--- src/rtl/s832_pkg.sv ---
// rtl/s832_pkg.sv - shared types, constants and MISR step for the s832 response compactor
package s832_pkg;

    localparam int RESP_W = 19;
    localparam int MISR_W = 24;

    localparam logic [MISR_W-1:0] POLY_DEF = 24'hC20001;
    localparam logic [MISR_W-1:0] SEED_DEF = 24'h000001;

    typedef enum logic [1:0] {
        ST_IDLE = 2'd0,
        ST_RUN  = 2'd1,
        ST_DONE = 2'd2
    } state_e;

    // Galois shift with MSB feedback, then the response word is xor-ed into the low bits.
    function automatic logic [MISR_W-1:0] misr_step(
        input logic [MISR_W-1:0] sig,
        input logic [RESP_W-1:0] resp,
        input logic [MISR_W-1:0] poly
    );
        logic [MISR_W-1:0] nxt;
        nxt = {sig[MISR_W-2:0], 1'b0} ^ (sig[MISR_W-1] ? poly : '0);
        return nxt ^ MISR_W'(resp);
    endfunction

endpackage

--- src/rtl/s832_resp_misr_if.sv ---
// rtl/s832_resp_misr_if.sv - window control, response sample and signature handshake bundle
interface s832_resp_misr_if #(
    parameter int SIG_W = s832_pkg::MISR_W
) ();
    import s832_pkg::*;

    logic              start;
    logic [15:0]       win_len;
    logic              abort;
    logic              resp_valid;
    logic [RESP_W-1:0] resp;
    logic              busy;
    logic              sig_valid;
    logic              sig_ack;
    logic [SIG_W-1:0]  sig;
    logic [15:0]       count;

    modport master (
        output start, win_len, abort, resp_valid, resp, sig_ack,
        input  busy, sig_valid, sig, count
    );

    modport slave (
        input  start, win_len, abort, resp_valid, resp, sig_ack,
        output busy, sig_valid, sig, count
    );

endinterface

--- src/rtl/misr_reg.sv ---
// rtl/misr_reg.sv - signature register with load-seed / fold / hold control
module misr_reg
    import s832_pkg::*;
#(
    parameter int               SIG_W = MISR_W,
    parameter logic [SIG_W-1:0] POLY  = SIG_W'(POLY_DEF),
    parameter logic [SIG_W-1:0] SEED  = SIG_W'(SEED_DEF)
) (
    input  logic              clk_i,
    input  logic              rst_ni,
    input  logic              load_i,
    input  logic              fold_i,
    input  logic [RESP_W-1:0] resp_i,
    output logic [SIG_W-1:0]  sig_o
);

    logic [SIG_W-1:0] sig_q;
    logic [SIG_W-1:0] sig_d;
    logic [SIG_W-1:0] fold_val;

    // The shared step function is fixed at the package width; other widths use the same rule inline.
    generate
        if (SIG_W == MISR_W) begin : g_pkg_step
            assign fold_val = misr_step(sig_q, resp_i, POLY);
        end else begin : g_wide_step
            assign fold_val = {sig_q[SIG_W-2:0], 1'b0}
                            ^ (sig_q[SIG_W-1] ? POLY : '0)
                            ^ SIG_W'(resp_i);
        end
    endgenerate

    always_comb begin
        sig_d = sig_q;
        if (load_i) begin
            sig_d = SEED;
        end else if (fold_i) begin
            sig_d = fold_val;
        end
    end

    always_ff @(posedge clk_i or negedge rst_ni) begin
        if (!rst_ni) begin
            sig_q <= '0;
        end else begin
            sig_q <= sig_d;
        end
    end

    assign sig_o = sig_q;

endmodule

--- src/rtl/s832_resp_misr.sv ---
// rtl/s832_resp_misr.sv - windowed MISR compactor for the 19 s832 primary outputs
module s832_resp_misr
    import s832_pkg::*;
#(
    parameter int               SIG_W = MISR_W,
    parameter logic [SIG_W-1:0] POLY  = SIG_W'(POLY_DEF),
    parameter logic [SIG_W-1:0] SEED  = SIG_W'(SEED_DEF)
) (
    input  logic             CK,
    input  logic             RN,
    s832_resp_misr_if.slave  bus
);

    state_e      state_q, state_d;
    logic [15:0] count_q, count_d;
    logic [15:0] len_q, len_d;
    logic [15:0] count_inc;
    logic        load_seed;
    logic        fold;

    assign count_inc = count_q + 16'd1;

    always_comb begin
        state_d   = state_q;
        count_d   = count_q;
        len_d     = len_q;
        load_seed = 1'b0;
        fold      = 1'b0;
        case (state_q)
            ST_IDLE: begin
                if (bus.start && !bus.abort) begin
                    load_seed = 1'b1;
                    count_d   = '0;
                    if (bus.win_len != 16'd0) begin
                        len_d   = bus.win_len;
                        state_d = ST_RUN;
                    end else begin
                        state_d = ST_DONE;
                    end
                end
            end
            ST_RUN: begin
                // abort beats a fold arriving on the same cycle
                if (bus.abort) begin
                    state_d = ST_IDLE;
                end else if (bus.resp_valid) begin
                    fold    = 1'b1;
                    count_d = count_inc;
                    if (count_inc == len_q) begin
                        state_d = ST_DONE;
                    end
                end
            end
            ST_DONE: begin
                if (bus.abort || bus.sig_ack) begin
                    state_d = ST_IDLE;
                end
            end
            default: state_d = ST_IDLE;
        endcase
    end

    always_ff @(posedge CK or negedge RN) begin
        if (!RN) begin
            state_q <= ST_IDLE;
            count_q <= '0;
            len_q   <= '0;
        end else begin
            state_q <= state_d;
            count_q <= count_d;
            len_q   <= len_d;
        end
    end

    misr_reg #(
        .SIG_W (SIG_W),
        .POLY  (POLY),
        .SEED  (SEED)
    ) u_misr_reg (
        .clk_i  (CK),
        .rst_ni (RN),
        .load_i (load_seed),
        .fold_i (fold),
        .resp_i (bus.resp),
        .sig_o  (bus.sig)
    );

    assign bus.busy      = (state_q == ST_RUN);
    assign bus.sig_valid = (state_q == ST_DONE);
    assign bus.count     = count_q;

endmodule

--- src/flat_wrapper.sv ---
// flat-port wrapper written by rule: the top's interface ports become plain ports
module s832_resp_misr_flat import s832_pkg::*;
#(
    parameter int               SIG_W = MISR_W,
    parameter logic [SIG_W-1:0] POLY  = SIG_W'(POLY_DEF),
    parameter logic [SIG_W-1:0] SEED  = SIG_W'(SEED_DEF)
)
  (CK, RN, bus_start, bus_win_len, bus_abort, bus_resp_valid, bus_resp, bus_sig_ack, bus_busy, bus_sig_valid, bus_sig, bus_count);
  s832_resp_misr_if #(.SIG_W(SIG_W)) bus_i ();
  input  logic CK;
  input  logic RN;
  input wire logic [$bits(bus_i.start)-1:0] bus_start;
  input wire logic [$bits(bus_i.win_len)-1:0] bus_win_len;
  input wire logic [$bits(bus_i.abort)-1:0] bus_abort;
  input wire logic [$bits(bus_i.resp_valid)-1:0] bus_resp_valid;
  input wire logic [$bits(bus_i.resp)-1:0] bus_resp;
  input wire logic [$bits(bus_i.sig_ack)-1:0] bus_sig_ack;
  output wire logic [$bits(bus_i.busy)-1:0] bus_busy;
  output wire logic [$bits(bus_i.sig_valid)-1:0] bus_sig_valid;
  output wire logic [$bits(bus_i.sig)-1:0] bus_sig;
  output wire logic [$bits(bus_i.count)-1:0] bus_count;
  assign bus_i.start = bus_start;
  assign bus_i.win_len = bus_win_len;
  assign bus_i.abort = bus_abort;
  assign bus_i.resp_valid = bus_resp_valid;
  assign bus_i.resp = bus_resp;
  assign bus_i.sig_ack = bus_sig_ack;
  assign bus_busy = bus_i.busy;
  assign bus_sig_valid = bus_i.sig_valid;
  assign bus_sig = bus_i.sig;
  assign bus_count = bus_i.count;
  s832_resp_misr #(.SIG_W(SIG_W), .POLY(POLY), .SEED(SEED)) u_core (.CK(CK), .RN(RN), .bus(bus_i));
endmodule
--- config.mk ---
export PLATFORM = sky130hd
export DESIGN_NAME = s832_resp_misr_flat
export DESIGN_NICKNAME = d
export VERILOG_FILES = /design/src/rtl/s832_pkg.sv /design/src/rtl/s832_resp_misr_if.sv /design/src/rtl/misr_reg.sv /design/src/rtl/s832_resp_misr.sv /design/src/flat_wrapper.sv
export SDC_FILE = /design/constraint.sdc
export NUM_CORES = 1
export LEC_CHECK = 0
export CAP_MARGIN = 20
export CORE_AREA = 3 3 99 101
export CTS_BUF_LIST = sky130_fd_sc_hd__clkbuf_16
export CTS_CLUSTER_DIAMETER = 30
export DETAILED_ROUTE_END_ITERATION = 8
export DIE_AREA = 0 0 102 104
export DONT_BUFFER_PORTS = 1
export SETUP_SLACK_MARGIN = 0.2
export SYNTH_ARGS = -nofsm -noshare
export SYNTH_HDL_FRONTEND = slang
export SYNTH_SLANG_ARGS = --single-unit
--- constraint.sdc ---
create_clock -name CK -period 2.1 [get_ports CK]
set_clock_uncertainty 0.05 [all_clocks]
set_input_delay 0.42 -clock CK [delete_from_list [all_inputs] [get_ports CK]]
set_output_delay 0.42 -clock CK [all_outputs]
set_load 0.005 [all_outputs]
### Word-level counts from Yosys, hierarchy flattened

Index checks and enable logic that the tools add are counted.

| cells by class | value |
|---|---|
| add/subtract/negate cells | 1 |
| equality and inequality tests | 9 |
| mux-type cells | 19 |
| reductions and logical operators | 10 |
| bitwise operators | 2 |

Operator list:

| cell | count |
|---|---|
| $mux W24 | 3 |
| $mux W16 | 3 |
| $pmux W16 S2 | 1 |
| $xor A24 B19 Y24 | 1 |
| $xor A24 B24 Y24 | 1 |
| $add A16 B1 Y16 const B | 1 |
| $eq A16 B16 Y1 | 1 |
| $reduce_bool A16 Y1 | 1 |
| $mux W2 | 6 |
| $reduce_and A4 Y1 | 2 |
| $pmux W2 S3 | 1 |
| $mux W1 | 5 |
| $ne A2 B1 Y1 const B | 2 |
| $ne A2 B2 Y1 const B | 2 |
| $reduce_bool A2 Y1 | 2 |
| $ne A3 B2 Y1 const B | 1 |
| $ne A3 B3 Y1 const B | 1 |
| $reduce_and A3 Y1 | 1 |
| $eq A2 B1 Y1 const B | 1 |
| $eq A2 B2 Y1 const B | 1 |
| $logic_not A2 Y1 | 1 |
| $logic_and A1 B1 Y1 | 1 |
| $logic_not A1 Y1 | 1 |
| $logic_or A1 B1 Y1 | 1 |

| word-level totals | value |
|---|---|
| input bits | 41 |
| bits in registers | 58 |
| output and inout bits | 42 |
| word-level logic and storage cells | 45 |

### Longest topological paths before layout

| depth | value |
|---|---|
| depth in word-level cells | 6 |
| gate-level depth with buffers | 9 |
| depth with buffers taken out | 8 |

### By module

A second synthesis with hierarchy kept.

| second synthesis, totals | value |
|---|---|
| cell total of the unflattened synthesis | 326 |
| area, all modules | 3273.1 µm² |

Modules (own cells, without submodules):

| module | times used | cells each | area each (µm²) | sequential area each (µm²) |
|---|---|---|---|---|
| s832_resp_misr | 1 | 224 | 2143.3 | 850.8 |
| misr_reg | 1 | 102 | 1129.8 | 600.6 |

### Worst setup path after synthesis

OpenSTA, ideal clock, no wires.

| timing path | value |
|---|---|
| path kind | reg2reg |
| start | register u_core.count_q[0], in the netlist u_core.bus.count[0] |
| end | register u_core.state_q[0] |
| arrival time | 2.013 ns |
| stages on the path, launching flop included | 10 |
| period minus slack after synthesis | 2.212 ns |
| required time | 1.901 ns |
| setup slack | -0.112 ns |
| path through | dfrtp_1 ha_1 buf_2 nand3_1 nor3_2 maj3_2 o31ai_1 nand4_2 nor4_2 o21ai_0 |

| between the ends | value |
|---|---|
| word-level cells in the longest chain between the ends | 4 |

RTL lines:

| what | line | text |
|---|---|---|
| from (decl) | s832_resp_misr.sv:15 | `logic [15:0] count_q, count_d;` |
| from (signal assigned) | s832_resp_misr.sv:70 | `count_q <= count_d;` |
| $add A16 B1 Y16 | s832_resp_misr.sv:21 | `assign count_inc = count_q + 16'd1;` |
| $eq A16 B16 Y1 | s832_resp_misr.sv:49 | `if (count_inc == len_q) begin` |
| $ne A3 B2 Y1 (no line) | n/a |  |
| $reduce_and A4 Y1 (no line) | n/a |  |
| to (signal assigned) | s832_resp_misr.sv:69 | `state_q <= state_d;` |
| to (decl) | s832_resp_misr.sv:14 | `state_e state_q, state_d;` |

Every way passes these cells.
A chain may end at the register's enable or synchronous reset.

### Worst setup path after layout

| timing path | value |
|---|---|
| start | register u_core.count_q[1], in the netlist u_core.bus.count[1] |
| end | register u_core.state_q[1] |

Same word-level chain as after synthesis.

==> flow_summary.rst <==
.. list-table::
   :header-rows: 1

   * - Metric
     - Value
   * - CTS Sinks
     - 58
   * - Max frequency
     - roughly 0.49 GHz
   * - Number of buffers added by the clock tree synthesis step
     - 9
   * - Num ports
     - a little over 80
   * - Design area
     - 0.00399 mm^2
   * - Final critical delay including setup and external delays
     - 2060 ps
   * - Remaining global-route overflow
     - 0
   * - Post-CTS clock slew at the launch and capture registers of the worst setup and hold paths
     - ~50 ps
   * - R2r worst-path depth
     - 9
   * - LEAKAGE
     - 1.71 nW
   * - Type of element launching the critical path
     - flop
   * - Post-place instance area
     - about 0.0035 mm^2
   * - Worst EP required
     - ~2300 ps
   * - Launch point of the worst reg-to-reg path
     - u_core.bus.count[1]
   * - Fin Hold WS
     - about 190 ps
   * - Via count normalized by instance count
     - ~5.5
   * - Clock tree from TritonCTS
     - yes
   * - Antenna diodes
     - 0
   * - Slack of the critical path
     - between 30 and 40 ps
   * - VDD IR-drop max
     - between 400 and 500 uV
   * - Cell count of the worst hold path
     - 1
   * - Area enclosed by the die boundary
     - around 0.011 mm^2
   * - Period utilization
     - between 90% and 100%
   * - Aggregate global-route resource usage
     - between 10% and 20%
   * - Area share of the leading cell type in the synthesized netlist
     - between 40% and 50%
   * - Effective utilization at floorplan
     - 34.3%
   * - Endpoints failing hold
     - 0
   * - Part of the Yosys area used for sequential elements
     - between 40% and 50%
   * - Antenna violation net count after detailed routing
     - 0
   * - Data arrival time of the critical path
     - 2220 ps
   * - Gate count after technology mapping
     - 320
   * - Total power per unit cell area
     - between 900 and 1000 mW/mm^2
   * - Setup slack after placement
     - -51.3 ps
   * - Global-route wire length before repair
     - about 14 mm
   * - Wirelength, routed
     - between 8 and 9 mm
   * - Largest net degree at the start of global routing
     - between 50 and 60
   * - Origin of the worst min-delay path
     - bus_win_len[4]
   * - Total of endpoints with negative setup slack in the final report
     - 0
   * - Kind of end point of the critical path
     - flop
   * - Class of the most critical hold timing path
     - input port to flop
   * - Number of cell rows
     - 35
   * - Dominant cell type by area after synthesis
     - sky130_fd_sc_hd__dfrtp_1
   * - Endpoint of the worst-slack reg-to-reg timing path
     - u_core.state_q[1]
   * - Number of warnings printed during yosys synthesis
     - 0
   * - Measured slew at the worst slew-check pin
     - just under 600 ps
   * - Area growth from synthesis to layout
     - 27.7%
   * - Clk buf depth
     - 2
   * - Latest clock arrival within the worst-skew pair
     - 330 ps
   * - Max_cap viols
     - 0
   * - Placeable core area
     - slightly above 0.009 mm^2
   * - Area of the mapped netlist
     - between 0.003 and 0.004 mm^2
   * - Internal reg-to-reg setup slack
     - about 38 ps
   * - Routed via count
     - 2,548
   * - Number of synthesized register bits
     - 58
   * - Die height
     - approximately 100 um
   * - Via count of the first global-routing pass
     - approximately 2,500
   * - Port buffer count
     - 0
   * - Initial DRT Pass Iterations
     - 4
   * - Ratio of cells with drive above 1 in the final layout
     - a little over a quarter
   * - Detailed placement HPWL
     - around 5.9 mm
   * - Setup repair after global routing missed its margin
     - yes
   * - Remaining design rule violation count
     - 0
   * - Leading post-synthesis cells by cell area
     - sky130_fd_sc_hd__dfrtp_1 46%, sky130_fd_sc_hd__xnor2_1 9.5%, sky130_fd_sc_hd__o21ai_0 7.0%, sky130_fd_sc_hd__mux2_2 5.8%, sky130_fd_sc_hd__nand3_1 5.1%
   * - CTS root buf
     - sky130_fd_sc_hd__clkbuf_16
   * - Maximum fanout along the worst path
     - 4
   * - Routability congestion estimate
     - slightly above 0.8
   * - Total number of H-tree levels
     - 3
   * - Crit Path Category
     - flop to flop
   * - Status
     - finished, final reports clean
   * - Synthesized area divided by synthesized cell count
     - approximately 9.8 um^2
   * - Worst-case hold path end point
     - u_core.len_q[4]
   * - Headroom to the max-slew limit
     - about three fifths
   * - Count of pins over their slew limit
     - 0
   * - Nets in the synthesized netlist
     - approximately 360
   * - Initial detailed-routing violation count
     - ~130
   * - Netlist cell types
     - 44
   * - Horizontal die dimension
     - between 100 and 150 um
   * - Number of antenna violations at the first check in global routing
     - 0
   * - Layout net count
     - around 390
   * - Detailed-route wire length per cell
     - ~18 um
## worst max-delay path by stage
stage,slack (ps),start,end,cells after the start
after detailed placement,-50,bus_abort,u_core.state_q[0],7
after global routing,-70,u_core.bus.count[1],u_core.state_q[1],8
after floorplan,40,u_core.bus.count[0],u_core.state_q[0],9
final,40,u_core.bus.count[1],u_core.state_q[1],9
after global placement,-4,bus_abort,u_core.state_q[0],7
after CTS,40,u_core.bus.count[0],u_core.state_q[0],8
## kinds of logic (layout without fill, tap and decap cells)
family,after synthesis,count (layout),synth area share (%)
simple gates,111,111,18.9
compound gates,66,66,12.3
flops,58,58,46.4
xor+xnor,45,45,12.6
buf+inv,21,57,2.92
mux,17,17,6.08
fa+ha+maj,2,2,0.761
## placed cells by master (no fill, tap or decap), types with 5 or more instances in the layout
master | netlist | routed
sky130_fd_sc_hd__nor2_1 | 18 | 17
sky130_fd_sc_hd__buf_4 | 0 | 32
sky130_fd_sc_hd__o31ai_1 | 8 | 7
sky130_fd_sc_hd__xnor2_1 | 34 | 33
sky130_fd_sc_hd__dfrtp_1 | 58 | 55
sky130_fd_sc_hd__nor4_1 | 5 | 5
sky130_fd_sc_hd__mux2_2 | 16 | 16
sky130_fd_sc_hd__nand2_1 | 22 | 20
sky130_fd_sc_hd__o21ai_0 | 44 | 42
sky130_fd_sc_hd__xor2_1 | 11 | 11
sky130_fd_sc_hd__clkbuf_16 | 0 | 9
sky130_fd_sc_hd__nand4_1 | 5 | 5
sky130_fd_sc_hd__nand3_1 | 32 | 30
## through the flow
stage | TNS (ps) | utilization [%] | total power [mW] | cells
after global placement | -4.23 | 38.1 | 1.92 | 445
final | 0 | 43.8 | 3.76 | 467
after global routing | -218 | 43.8 | 3.95 | 467
after CTS | 0 | 43.2 | 3.78 | 465
after floorplan | 0 | - | 1.78 | 320
after detailed placement | -79.7 | 38.1 | 1.93 | 445
## metal layers
layer,up-vias,global-route usage [%],routed length [um]
met5,-,0,0
met4,0,3.94,101
met3,11,6.77,732
met2,98,25.2,4000
met1,1237,21.6,3570
li1,1202,-,-
## power by group
part           leakage [nW]  switching (mW)  internal (mW)
clock                 0.178           0.513           1.27
sequential            0.753           0.151           1.26
combinational         0.775           0.271          0.296
## area by class of cell
cell class | instances | area, um^2
flip-flops and latches | 58 | 1460
multi-input cells | 241 | 1690
inverters | 3 | 11.3
fillers | 889 | 5120
clock buffers | 9 | 225
clock inverters | 7 | 133
well taps | 111 | 139
repair buffers | 38 | 340
## state kept, by name (all words and copies together), names as in the netlist
signal and flops:
u_core.len_q 16, u_core.u_misr_reg.sig_o 24, u_core.bus.count 16, u_core.state_q 2
## timing repair
action,CTS,global route
gates resized for setup,13,11
hold buffers,2,0
setup buffers,2,2
endpoints found under the setup margin,17,20
hold endpoints to repair,58,0
pin swaps,8,7
## synthesized netlist by cell type (all sizes together)
| library cell | count |
|---|---|
| or3 | 1 |
| and4 | 2 |
| and3 | 4 |
| o21ai | 44 |
| nand3 | 32 |
| nor4 | 6 |
| mux2i | 1 |
| xnor2 | 34 |
| and2 | 1 |
| maj3 | 1 |
| a211o | 1 |
| dfrtp | 58 |
| nand2 | 22 |
| nor3 | 8 |
| ha | 1 |
| nand4 | 7 |
| o41ai | 1 |
| nand2b | 1 |
| xor2 | 11 |
| nor4b | 1 |
| a211oi | 2 |
| buf | 7 |
| a2111oi | 1 |
| nor2 | 18 |
| o211ai | 1 |
| inv | 3 |
| nor2b | 5 |
| nor3b | 3 |
| a31oi | 3 |
| clkbuf | 11 |
| o31ai | 8 |
| o22a | 1 |
| mux2 | 16 |
| a21o | 1 |
| a21oi | 3 |
## critical path, cell delays in order, from the launching register on
cell and delay [ps]:
sky130_fd_sc_hd__dfrtp_1 410, sky130_fd_sc_hd__buf_4 140, sky130_fd_sc_hd__and4_4 260, sky130_fd_sc_hd__nand4_4 130, sky130_fd_sc_hd__buf_4 170, sky130_fd_sc_hd__o211ai_1 160
sky130_fd_sc_hd__nand2_1 110, sky130_fd_sc_hd__nand4_1 140, sky130_fd_sc_hd__nor4_4 70, sky130_fd_sc_hd__a211o_1 300
No activity file was read; power rests on OpenSTA's default activity.
